## config.mk

```make
export PLATFORM = sky130hd
export DESIGN_NAME = multi_ch_debounce
export DESIGN_NICKNAME = d
export VERILOG_FILES = /design/src/rtl/awg_io_pkg.sv /design/src/rtl/debounce_ch.sv /design/src/rtl/multi_ch_debounce.sv
export SDC_FILE = /design/constraint.sdc
export NUM_CORES = 1
export LEC_CHECK = 0
export ABC_AREA = 1
export BUFFER_PORTS_ARGS = -buffer_cell sky130_fd_sc_hd__buf_2
export CAP_MARGIN = 25
export CORE_MARGIN = 10
export CORE_UTILIZATION = 25
export DETAILED_ROUTE_END_ITERATION = 10
export PLACE_DENSITY = 0.46
export SYNTH_ARGS = -nofsm -noshare
export SYNTH_HDL_FRONTEND = slang
export SYNTH_SLANG_ARGS = --single-unit
```

## constraint.sdc

```tcl
create_clock -name clk -period 2.65 [get_ports clk]
set_input_delay 0.53 -clock clk [delete_from_list [all_inputs] [get_ports clk]]
set_output_delay 0.53 -clock clk [all_outputs]
set_load 0.02 [all_outputs]
```

## src/rtl/awg_io_pkg.sv

```systemverilog
// awg_io_pkg: shared I/O constants and status bit ordering for the AWG register map
package awg_io_pkg;
    localparam int   SYNC_STAGES_DEF = 2;
    localparam logic RST_LEVEL_DEF   = 1'b1;
    typedef enum logic [1:0] {
        st_rise    = 2'd0,
        st_fall    = 2'd1,
        st_chatter = 2'd2
    } status_bit_e;
endpackage

```

## src/rtl/debounce_ch.sv

```systemverilog
// debounce_ch: one-channel synchroniser, stable-count filter, edge pulses and sticky chatter flag
module debounce_ch
    import awg_io_pkg::*;
#(
    parameter int   P_CNT_W       = 16,
    parameter int   P_SYNC_STAGES = SYNC_STAGES_DEF,
    parameter logic P_RST_LEVEL   = RST_LEVEL_DEF
) (
    input  logic               clk,
    input  logic               rst,
    input  logic               tick,
    input  logic               din,
    input  logic [P_CNT_W-1:0] len_eff,
    input  logic               chatter_clr,
    output logic               dout,
    output logic               rise,
    output logic               fall,
    output logic               chatter
);
    logic [P_SYNC_STAGES-1:0] sync;
    logic [P_CNT_W-1:0]       cnt;
    logic                     s, same, done, set;
    assign s    = sync[P_SYNC_STAGES-1];
    assign same = s == dout;
    assign done = {1'b0, cnt} + 1'b1 >= {1'b0, len_eff};
    assign set  = tick & same & (cnt != '0);
    always_ff @(posedge clk) begin
        if (rst) begin
            sync    <= {P_SYNC_STAGES{P_RST_LEVEL}};
            dout    <= P_RST_LEVEL;
            cnt     <= '0;
            rise    <= 1'b0;
            fall    <= 1'b0;
            chatter <= 1'b0;
        end else begin
            sync    <= {sync[P_SYNC_STAGES-2:0], din};
            rise    <= tick & ~same & done & s;
            fall    <= tick & ~same & done & ~s;
            chatter <= set | (chatter & ~chatter_clr);
            if (tick) begin
                cnt <= (same | done) ? '0 : cnt + 1'b1;
                if (!same && done) dout <= s;
            end
        end
    end
endmodule

```

## src/rtl/multi_ch_debounce.sv

```systemverilog
// multi_ch_debounce: shared sample prescaler feeding P_CH independent debounce channels
module multi_ch_debounce
    import awg_io_pkg::*;
#(
    parameter int   P_CH          = 8,
    parameter int   P_CNT_W       = 16,
    parameter int   P_PRESC_W     = 8,
    parameter int   P_SYNC_STAGES = SYNC_STAGES_DEF,
    parameter logic P_RST_LEVEL   = RST_LEVEL_DEF
) (
    input  logic                 clk,
    input  logic                 rst,
    input  logic                 en,
    input  logic [P_CH-1:0]      din,
    input  logic [P_CNT_W-1:0]   cfg_len,
    input  logic [P_PRESC_W-1:0] cfg_presc,
    input  logic [P_CH-1:0]      chatter_clr,
    output logic [P_CH-1:0]      dout,
    output logic [P_CH-1:0]      rise,
    output logic [P_CH-1:0]      fall,
    output logic [P_CH-1:0]      chatter
);
    logic [P_PRESC_W-1:0] presc_cnt;
    logic [P_CNT_W-1:0]   len_eff;
    logic                 tick;
    assign tick    = en & (presc_cnt >= cfg_presc);
    assign len_eff = (cfg_len == '0) ? P_CNT_W'(1) : cfg_len;
    always_ff @(posedge clk) begin
        presc_cnt <= (rst | ~en | tick) ? '0 : presc_cnt + 1'b1;
    end
    for (genvar g = 0; g < P_CH; g++) begin : g_ch
        debounce_ch #(
            .P_CNT_W      (P_CNT_W),
            .P_SYNC_STAGES(P_SYNC_STAGES),
            .P_RST_LEVEL  (P_RST_LEVEL)
        ) u_ch (
            .clk        (clk),
            .rst        (rst),
            .tick       (tick),
            .din        (din[g]),
            .len_eff    (len_eff),
            .chatter_clr(chatter_clr[g]),
            .dout       (dout[g]),
            .rise       (rise[g]),
            .fall       (fall[g]),
            .chatter    (chatter[g])
        );
    end
endmodule
```

### Word level (Yosys, flattened, before mapping)

Cells that the tools add are included.

| cells by class | value |
|---|---|
| add/subtract/negate cells | 17 |
| $lt $le $gt $ge | 9 |
| eq/ne operators | 8 |
| multiplexer cells | 9 |
| bitwise operators | 100 |
| reduce and logical (&&, ||, !) cells | 33 |

Operator list:

| operator | number |
|---|---|
| $mux W16 | 9 |
| $add A16 B1 Y17 const B | 8 |
| $ge A17 B16 Y1 | 8 |
| $add A16 B1 Y16 const B | 8 |
| $reduce_bool A16 Y1 | 8 |
| $and A1 B1 Y1 | 57 |
| $not A1 Y1 | 25 |
| $or A1 B1 Y1 | 18 |
| $logic_not A16 Y1 | 1 |
| $reduce_and A2 Y1 | 8 |
| $add A8 B1 Y8 const B | 1 |
| $eq A1 B1 Y1 | 8 |
| $ge A8 B8 Y1 | 1 |
| $logic_and A1 B1 Y1 | 8 |
| $logic_not A1 Y1 | 8 |

| storage, ports and cells | value |
|---|---|
| register bits | 184 |
| input port bits | 43 |
| output and inout bits | 32 |
| logic and storage cells | 225 |

### Depth between registers and ports, before layout

Gate-level depths: netlist of the first run.

| depth | value |
|---|---|
| word-level depth | 5 |
| mapped depth | 23 |
| depth with buffers taken out | 22 |

### Cells and area by module

From an unflattened synthesis of the first run, not the netlist that was laid out.

| second synthesis, totals | value |
|---|---|
| cells, all modules | 2051 |
| area total of the unflattened synthesis | 14268.7 um^2 |

Modules (own cells, without submodules):

| module | times used | cells each | area an instance (um^2) | sequential area each (um^2) |
|---|---|---|---|---|
| debounce_ch at g_ch[2].u_ch ... | 6 | 243 | 1689.1 | 440.4 |
| debounce_ch at g_ch[0].u_ch ... | 2 | 245 | 1731.7 | 440.4 |
| multi_ch_debounce | 1 | 103 | 670.6 | 160.2 |

### Worst setup path after synthesis of the first run

OpenSTA, ideal clock, no wires.

| timing path | value |
|---|---|
| kind | register to register |
| start point | register g_ch[3].u_ch.cnt[0] |
| end point | register g_ch[3].u_ch.cnt[13] |
| setup time | 69 ps |
| data arrival time | 2812 ps |
| data required time | 2581 ps |
| path slack | -231 ps |
| cell stages (with the launch flop) | 17 |
| path buffers | 1 |
| cell sequence | dfxtp_1 > ha_1 > nand4_2 > nor2_4 > nand2_2 > nor3_1 > xor2_1 > ha_1 > a21oi_1 > nor2_1 > or3_1 > nor2_4 > nand2_2 > nor2_4 > buf_6 > nand3_2 > a21oi_2 |

| on the way | value |
|---|---|
| longest elaborated chain between the ends | 4 |
| elaborated cells on any way between the ends | 5 |
| classes of those cells | 2 x add/sub; 1 x order compare; 1 x mux; 1 x bitwise |

Ends and longest elaborated chain:

| item | RTL line | source |
|---|---|---|
| start, declared | debounce_ch.sv:21 | `logic [P_CNT_W-1:0] cnt;` |
| start signal, assigned | debounce_ch.sv:41 | `cnt <= (same \| done) ? '0 : cnt + 1'b1;` |
| $add A16 B1 Y17 | debounce_ch.sv:25 | `assign done = {1'b0, cnt} + 1'b1 >= {1'b0, len_eff};` |
| $ge A17 B16 Y1 | debounce_ch.sv:25 |  |
| $or A1 B1 Y1 | debounce_ch.sv:41 |  |
| $mux W16 (*) | debounce_ch.sv:41 |  |

Mark *: on every way between the ends. The rest lies on a longest branch, timed or not.
A chain may end at the register's enable or synchronous reset.

### Worst setup path in the final report of the first run

| timing path | value |
|---|---|
| start point | register g_ch[3].u_ch.cnt[1] |
| end point | register g_ch[3].u_ch.cnt[1] |

Same word-level chain as after synthesis.

==> flow_summary.json, run 1 <==
{
  "p_leak_nw": 9.49,
  "final_nets": 2608,
  "busiest_layer": "met2",
  "fmax_ghz": 0.342,
  "grt_pass1_vias": 14500,
  "hold_viol_final": 0,
  "slew_viol_final": 0,
  "synth_top_area_share": 0.264,
  "routed_wl_um": 50700,
  "die_y_um": 256,
  "clock_sinks": 184,
  "slowest_stage": "or3_4",
  "rows": 86,
  "use_met3": 0.0235,
  "synth_area_leaders": "dfxtp_1, nand2_1, ha_1",
  "h-tree-depth": 4,
  "max_stage_delay_ps": 380,
  "path_cells": "ha_4 > nand4_4 > nor2_4 > buf_6 > nand2_2 > nor3_4 > xor2_2 > ha_4 > a21oi_1 > nor2_1 > or3_4 > nor2_4 > nand2_2 > nor2_4 > buf_8 > nand3_1 > a21oi_1",
  "core_area_um2": 55200,
  "syn_area_per_cell_um2": 6.82,
  "yosysUniqueCellTypes": 47,
  "min-delay-start": "din[7]",
  "setup_ws_ps": -277,
  "cts-hold-fix-buffers": 0,
  "r2r_start": "g_ch[3].u_ch.cnt[1]",
  "worst_slew_pin_slew_ps": 661,
  "maxCapViolCount": 0,
  "maxSlewHeadroom": 0.556,
  "routed_via_density": 4.69,
  "dp.cells": 3080,
  "ant_nets": 0,
  "crit_start": "g_ch[3].u_ch.cnt[1]",
  "remaining_drc_errors": 0,
  "cts_tree": "done",
  "clock_latency_ps": 490,
  "io_pins": 75,
  "hp-class": "primary input to register",
  "synth-async-reset-ratio": 0,
  "syn_inst": 2048,
  "clockRootBuffer": "clkbuf_16",
  "synthTopCellsByCount": "nand2_1, inv_1, dfxtp_1",
  "critical_path_class": "register to register",
  "crit_path_start_kind": "register",
  "antenna_found_initial": 0,
  "status": "complete, but fails checks",
  "cp_common_cell": "nor2_4",
  "cts.clk_slew.worst_paths_ps": 70,
  "syn-num-nets": 2215,
  "rsz0062_at_grt": "yes",
  "start_util": 0.253,
  "final_layout_size_suffix_gt1_frac": 0.383,
  "gr-usage-met2": 0.251,
  "power_density_nw_per_um2": 285,
  "die_area_um2": 65700,
  "synth_ff_type": "dfxtp_1",
  "endpoint_kind": "register",
  "ys_warn_count": 0,
  "drtIter0Drc": 913,
  "grt.met1_usage": 0.182,
  "die_x_um": 256,
  "yosysTopAreaCell": "dfxtp_1",
  "violations": "setup timing",
  "synth-seq-cells": 184,
  "drtPass1Iterations": 5,
  "yosysSeqAreaShare": 0.264,
  "crit_fanout": 8,
  "area_growth_pct": 47.4,
  "grt_max_degree": 109,
  "dr_total_vias": 15000,
  "portBuffers": 74,
  "cts.path.max_buffers": 2,
  "n_antenna_cell": 0,
  "fin_crit_sh": 1.10,
  "skew_ps": 15.5,
  "place_congestion": 0.877,
  "power.total_mw": 5.86,
  "peakVddDrop_uv": 487,
  "utilization": 0.373,
  "avgRoutedWirePerCell_um": 15.8,
  "finalNonFillerCells": 3202,
  "synth-edff-count": 0,
  "post-route-min-period_ps": 2930,
  "setup_viol": 93,
  "cts-buffers-inserted": 17,
  "synthMostInstantiatedCell": "nand2_1",
  "arrival_ps": 3340,
  "place_hpwl_um": 36300,
  "grt_pass1_wl_um": 77400,
  "netlist_area_um2": 14000,
  "cp_data_required_time_ps": 3060,
  "grt_use_total": 0.148,
  "grt_overflow": 0
}
per-stage QoR:
step           area (um^2)  hold WS (ps)  setup slack [ps]  setup TNS, ps
4_1_cts              19300           173              -204          -9230
6_report             20600           212              -277         -11110
3_5_place_dp         17500           394              -393         -31870
5_1_grt              20600           199              -425         -34600
3_3_place_gp         17500           393              -330         -25140
2_1_floorplan        14000           389             -74.2           -686
cell families (layout without fill, tap and decap cells):
kind of cell,after synthesis,in the layout,share of synthesized area
XOR/XNOR,87,87,0.0546
buffers and inverters,360,766,0.115
flip-flops,184,184,0.264
AND/OR/NAND/NOR,1053,1053,0.362
AO/OA/AOI/OAI,240,240,0.0940
adder cells (fa/ha/maj),124,124,0.111
worst paths after layout:
path                           to  slack, ps  depth (start not counted)
max reg2reg   g_ch[3].u_ch.cnt[1]       -280                         17
min          g_ch[7].u_ch.sync[0]        210                          2
min reg2reg  g_ch[6].u_ch.sync[1]        410                          1
max           g_ch[3].u_ch.cnt[1]       -280                         17
worst max-delay path, delay by kind of cell (launching register included):
family          cells  cell delay (ps)
buf+inv             2              280
xor+xnor            1              220
fa+ha+maj           2              390
simple gates       10             1310
flops               1              370
compound gates      2              290
sequential cells by signal, summed over array words and instances, names as in the netlist:
signal             count
g_ch.u_ch.dout         8
g_ch.u_ch.sync        16
g_ch.u_ch.fall         8
presc_cnt              8
g_ch.u_ch.rise         8
g_ch.u_ch.chatter      8
g_ch.u_ch.cnt        128
where the power goes:
group	internal (mW)	switching (mW)
Sequential	2.77	0.00896
Combinational	0.215	0.338
Clock	1.29	1.25
layout make-up:
cell class / instances / area, um^2
multi-input cells: 1504 / 10400
clock buffers: 20 / 437
flip-flops and latches: 184 / 3750
repair buffers: 476 / 3960
clock inverters: 12 / 103
inverters: 258 / 968
well taps: 748 / 936
fillers: 5720 / 34600
cell usage in the layout (no fill, tap or decap), types with 17 or more instances in the layout:
cell type / netlist / final
a21oi_1: 165 / 123
a21oi_2: 8 / 49
buf_12: 0 / 34
buf_2: 23 / 73
buf_4: 43 / 333
buf_6: 8 / 34
clkbuf_16: 0 / 17
dfxtp_1: 184 / 145
dfxtp_2: 0 / 31
ha_1: 124 / 101
ha_4: 0 / 21
inv_1: 249 / 236
inv_2: 7 / 20
nand2_1: 457 / 396
nand2_2: 24 / 62
nand2_4: 0 / 23
nand3_1: 141 / 88
nand3_2: 19 / 56
nand4_1: 134 / 134
nor2_1: 153 / 114
nor2_2: 20 / 34
nor2_4: 12 / 37
nor4_1: 25 / 22
o21ai_0: 35 / 30
or2_2: 19 / 19
xnor2_1: 30 / 23
xor2_1: 57 / 42
routing by layer:
metal / wire length (um) / vias to the layer above
li1: - / 7577
met2: 24200 / 288
met3: 1810 / 96
met4: 1870 / 0
met1: 22900 / 7046
met5: 0 / -
what timing repair did:
| item | in CTS | in global routing |
|---|---|---|
| endpoints found under the hold margin | 0 | 0 |
| resized for setup | 199 | 242 |
| endpoints found under the setup margin | 152 | 152 |
| gates cloned | 3 | 0 |
| setup buffers | 58 | 34 |
| pin swaps | 103 | 154 |
(Power assumes the default switching activity.)
==> run 2: changes to the inputs <==
- ABC_AREA: 1 -> default
==> run 2 against run 1 <==
Effect of this change:
- the run still ends with setup timing left
- clock skew is essentially flat
- worst setup slack lost 500 ps
- flip-flop and latch count is the same
- sequential power is essentially flat
- register-to-register slack lost 500 ps
- first-iteration DRC count shrank 37%
- power grew 4.5%
- global-route usage grew 1.1 points
==> flow_summary.json, run 2 <==
{
  "regMostFlops": "g_ch.u_ch.cnt",
  "n_antenna_cell": 0,
  "wl_met3_um": 2250,
  "reg2reg_slack_ps": -780,
  "cts.path.max_buffers": 2,
  "post-route-min-period_ps": 3430,
  "critical_path_class": "register to register",
  "fmax_ghz": 0.291,
  "place_hpwl_um": 36300,
  "final.fill_count": 5225,
  "final_common_cell": "buf_4",
  "routed.top_layer": "met4",
  "clockRootBuffer": "clkbuf_16",
  "cts-buffers-inserted": 17,
  "routed_via_density": 4.97,
  "worst_slew_pin_slew_ps": 723,
  "drtPass1Iterations": 5,
  "clock_latency_ps": 500,
  "setup_viol": 149,
  "power_density_nw_per_um2": 286,
  "syn-num-nets": 1824,
  "netSwitchingPower_mw": 1.70,
  "crit_fanout": 3,
  "die_area_um2": 62900,
  "hold_viol_final": 0,
  "synth-seq-cells": 184,
  "layout_common_cells": "buf_4, nand2_1, dfxtp_1, ha_1, buf_2",
  "dr_total_vias": 14200,
  "seq_power_share": 0.452,
  "finalInstanceArea_um2": 21400,
  "p_leak_nw": 9.14,
  "synth_ff_type": "dfxtp_1",
  "cts_tree": "done",
  "yosysUniqueCellTypes": 94,
  "cts.clk_slew.worst_paths_ps": 80,
  "fin_crit_sh": 1.29,
  "endpoint_kind": "register",
  "io_pins": 75,
  "routed_wl_um": 51100,
  "synth_top_area_share": 0.276,
  "final.setup.tns_ps": -62850,
  "core_area_um2": 52700,
  "skew_ps": 15.2,
  "maxCapViolCount": 0,
  "grt_max_degree": 71,
  "avgRoutedWirePerCell_um": 17.9,
  "peakVddDrop_uv": 475,
  "grt_use_total": 0.159,
  "grt_overflow": 0,
  "violations": "setup timing",
  "synth_area_leaders": "dfxtp_1, ha_1, xnor2_1",
  "rsz0062_at_grt": "yes",
  "largest_register_ffs": 128,
  "ys_warn_count": 0,
  "arrival_ps": 3860,
  "multi_input_comb_area_um2": 11000,
  "clock_sinks": 184,
  "synthTopCellsByCount": "dfxtp_1, nand2_1, nand3_1",
  "ff2ff_path_depth": 18,
  "synth-async-reset-ratio": 0,
  "placedInstanceArea_um2": 18000,
  "setup_ws_ps": -781,
  "die_x_um": 251,
  "rows": 84,
  "yosysSeqAreaShare": 0.276,
  "antenna_found_initial": 0,
  "remaining_drc_errors": 0,
  "internal_power_mw": 4.42,
  "slew_viol_final": 0,
  "hp-class": "primary input to register",
  "power.total_mw": 6.13,
  "synthMostInstantiatedCell": "dfxtp_1",
  "grt_pass1_vias": 14600,
  "cts-hold-fix-buffers": 0,
  "synth-edff-count": 0,
  "r2r_start": "g_ch[5].u_ch.cnt[0]",
  "drtIter0Drc": 576,
  "grt_pass1_wl_um": 80100,
  "place_congestion": 0.849,
  "wl_met1_um": 23500,
  "crit_start": "g_ch[5].u_ch.cnt[0]",
  "seqCellArea_um2": 3790,
  "area_growth_pct": 60.9,
  "critical_path.endpoint": "g_ch[5].u_ch.cnt[11]",
  "reg.largest.list": "g_ch.u_ch.cnt (128), g_ch.u_ch.sync (16)",
  "r2r_end": "g_ch[5].u_ch.cnt[11]",
  "portBuffers": 74,
  "crit_path_start_kind": "register",
  "final_layout_size_suffix_gt1_frac": 0.505,
  "netlist_area_um2": 13300,
  "syn_inst": 1657,
  "yosysTopAreaCell": "dfxtp_1",
  "maxSlewHeadroom": 0.514,
  "cp_data_required_time_ps": 3080,
  "combPwrFrac": 0.118,
  "status": "complete, but fails checks",
  "p_sw_frac": 0.278,
  "wl_met2_um": 24000,
  "start_util": 0.253,
  "whs_path_depth": 2,
  "syn_area_per_cell_um2": 8.04,
  "die_y_um": 251,
  "h-tree-depth": 4,
  "ant_nets": 0,
  "final_nets": 2323,
  "p_clk_frac": 0.430
}
## run 2: cell types whose count changed in the layout (fill, tap and decap cells not counted), sizes merged, moves of 23 or more
cell / previous run / this run
nand3: 160 / 137
nand2: 481 / 167
a21oi: 173 / 95
buf: 476 / 607
xnor2: 30 / 81
nand4: 136 / 49
a31oi: 2 / 29
and3: 3 / 34
inv: 258 / 76
nor2: 186 / 95
## run 2: what timing repair did
| item | 4_1_cts | 5_1_grt |
|---|---|---|
| buffers inserted | 68 | 45 |
| pin swaps | 144 | 144 |
| cloned | 10 | 2 |
| hold endpoints to repair | 0 | 0 |
| endpoints found under the setup margin | 151 | 152 |
| gates resized for setup | 280 | 151 |
## run 2: cell families (layout without fill, tap and decap cells)
kind of cell,Yosys count,count (layout),share of synthesized area
AND/OR/NAND/NOR,678,678,0.268
AO/OA/AOI/OAI,328,328,0.171
buffers and inverters,203,713,0.0715
flip-flops,184,184,0.276
adder cells (fa/ha/maj),131,131,0.122
XOR/XNOR,127,127,0.0866
multiplexers,6,6,0.00451
## run 2: worst min path at each step
stage | slack (ps) | end | start
after global routing | 200 | g_ch[2].u_ch.sync[0] | din[2]
after CTS | 180 | g_ch[4].u_ch.sync[0] | din[4]
after global placement | 390 | g_ch[4].u_ch.sync[1] | g_ch[4].u_ch.sync[0]
final | 210 | g_ch[2].u_ch.sync[0] | din[2]
after floorplan | 390 | g_ch[0].u_ch.sync[1] | g_ch[0].u_ch.sync[0]
after detailed placement | 390 | g_ch[4].u_ch.sync[1] | g_ch[4].u_ch.sync[0]
## run 2: per-layer routing
layer,GRT usage,up-vias
met5,0,-
met4,0.0587,0
met3,0.0300,61
met2,0.262,273
met1,0.204,6845
li1,-,6999
## run 2: per-stage QoR
step	utilization	hold slack [ps]	cells	worst slack (ps)
after floorplan	-	389	1657	-689
after global placement	0.342	391	2718	-862
after detailed placement	0.342	393	2718	-943
after CTS	0.390	181	2821	-694
after global routing	0.407	197	2855	-871
final	0.407	212	2855	-781
## run 2: critical path, stage by stage, from the launching register on
cell and delay, ps:
dfxtp_4 360, and4_4 220, and4_4 210, and3_4 200
nand2_4 60, nor2_1 170, xor2_1 260, ha_1 300
and3_4 200, buf_6 110, nand4_1 110, nor4_4 60
or3_4 400, o22ai_4 160, buf_6 160, buf_4 110
buf_6 80, nand3_2 70, a21oi_2 120
## run 2: area by class of cell
type | count | area share
repair buffers | 609 | 0.231
clock buffers | 20 | 0.0228
multi-input cells | 1270 | 0.512
clock inverters | 10 | 0.00385
well taps | 688 | 0.0401
flip-flops and latches | 184 | 0.177
inverters | 74 | 0.0130
## run 2: power by group through the flow
stage	clock (mW)	combinational, mW	sequential (mW)
floorplan	0	0.290	2.84
global placement	0	0.591	2.84
detailed placement	0	0.605	2.84
CTS	2.72	0.686	2.77
global route	2.82	0.772	2.77
finish	2.64	0.723	2.77
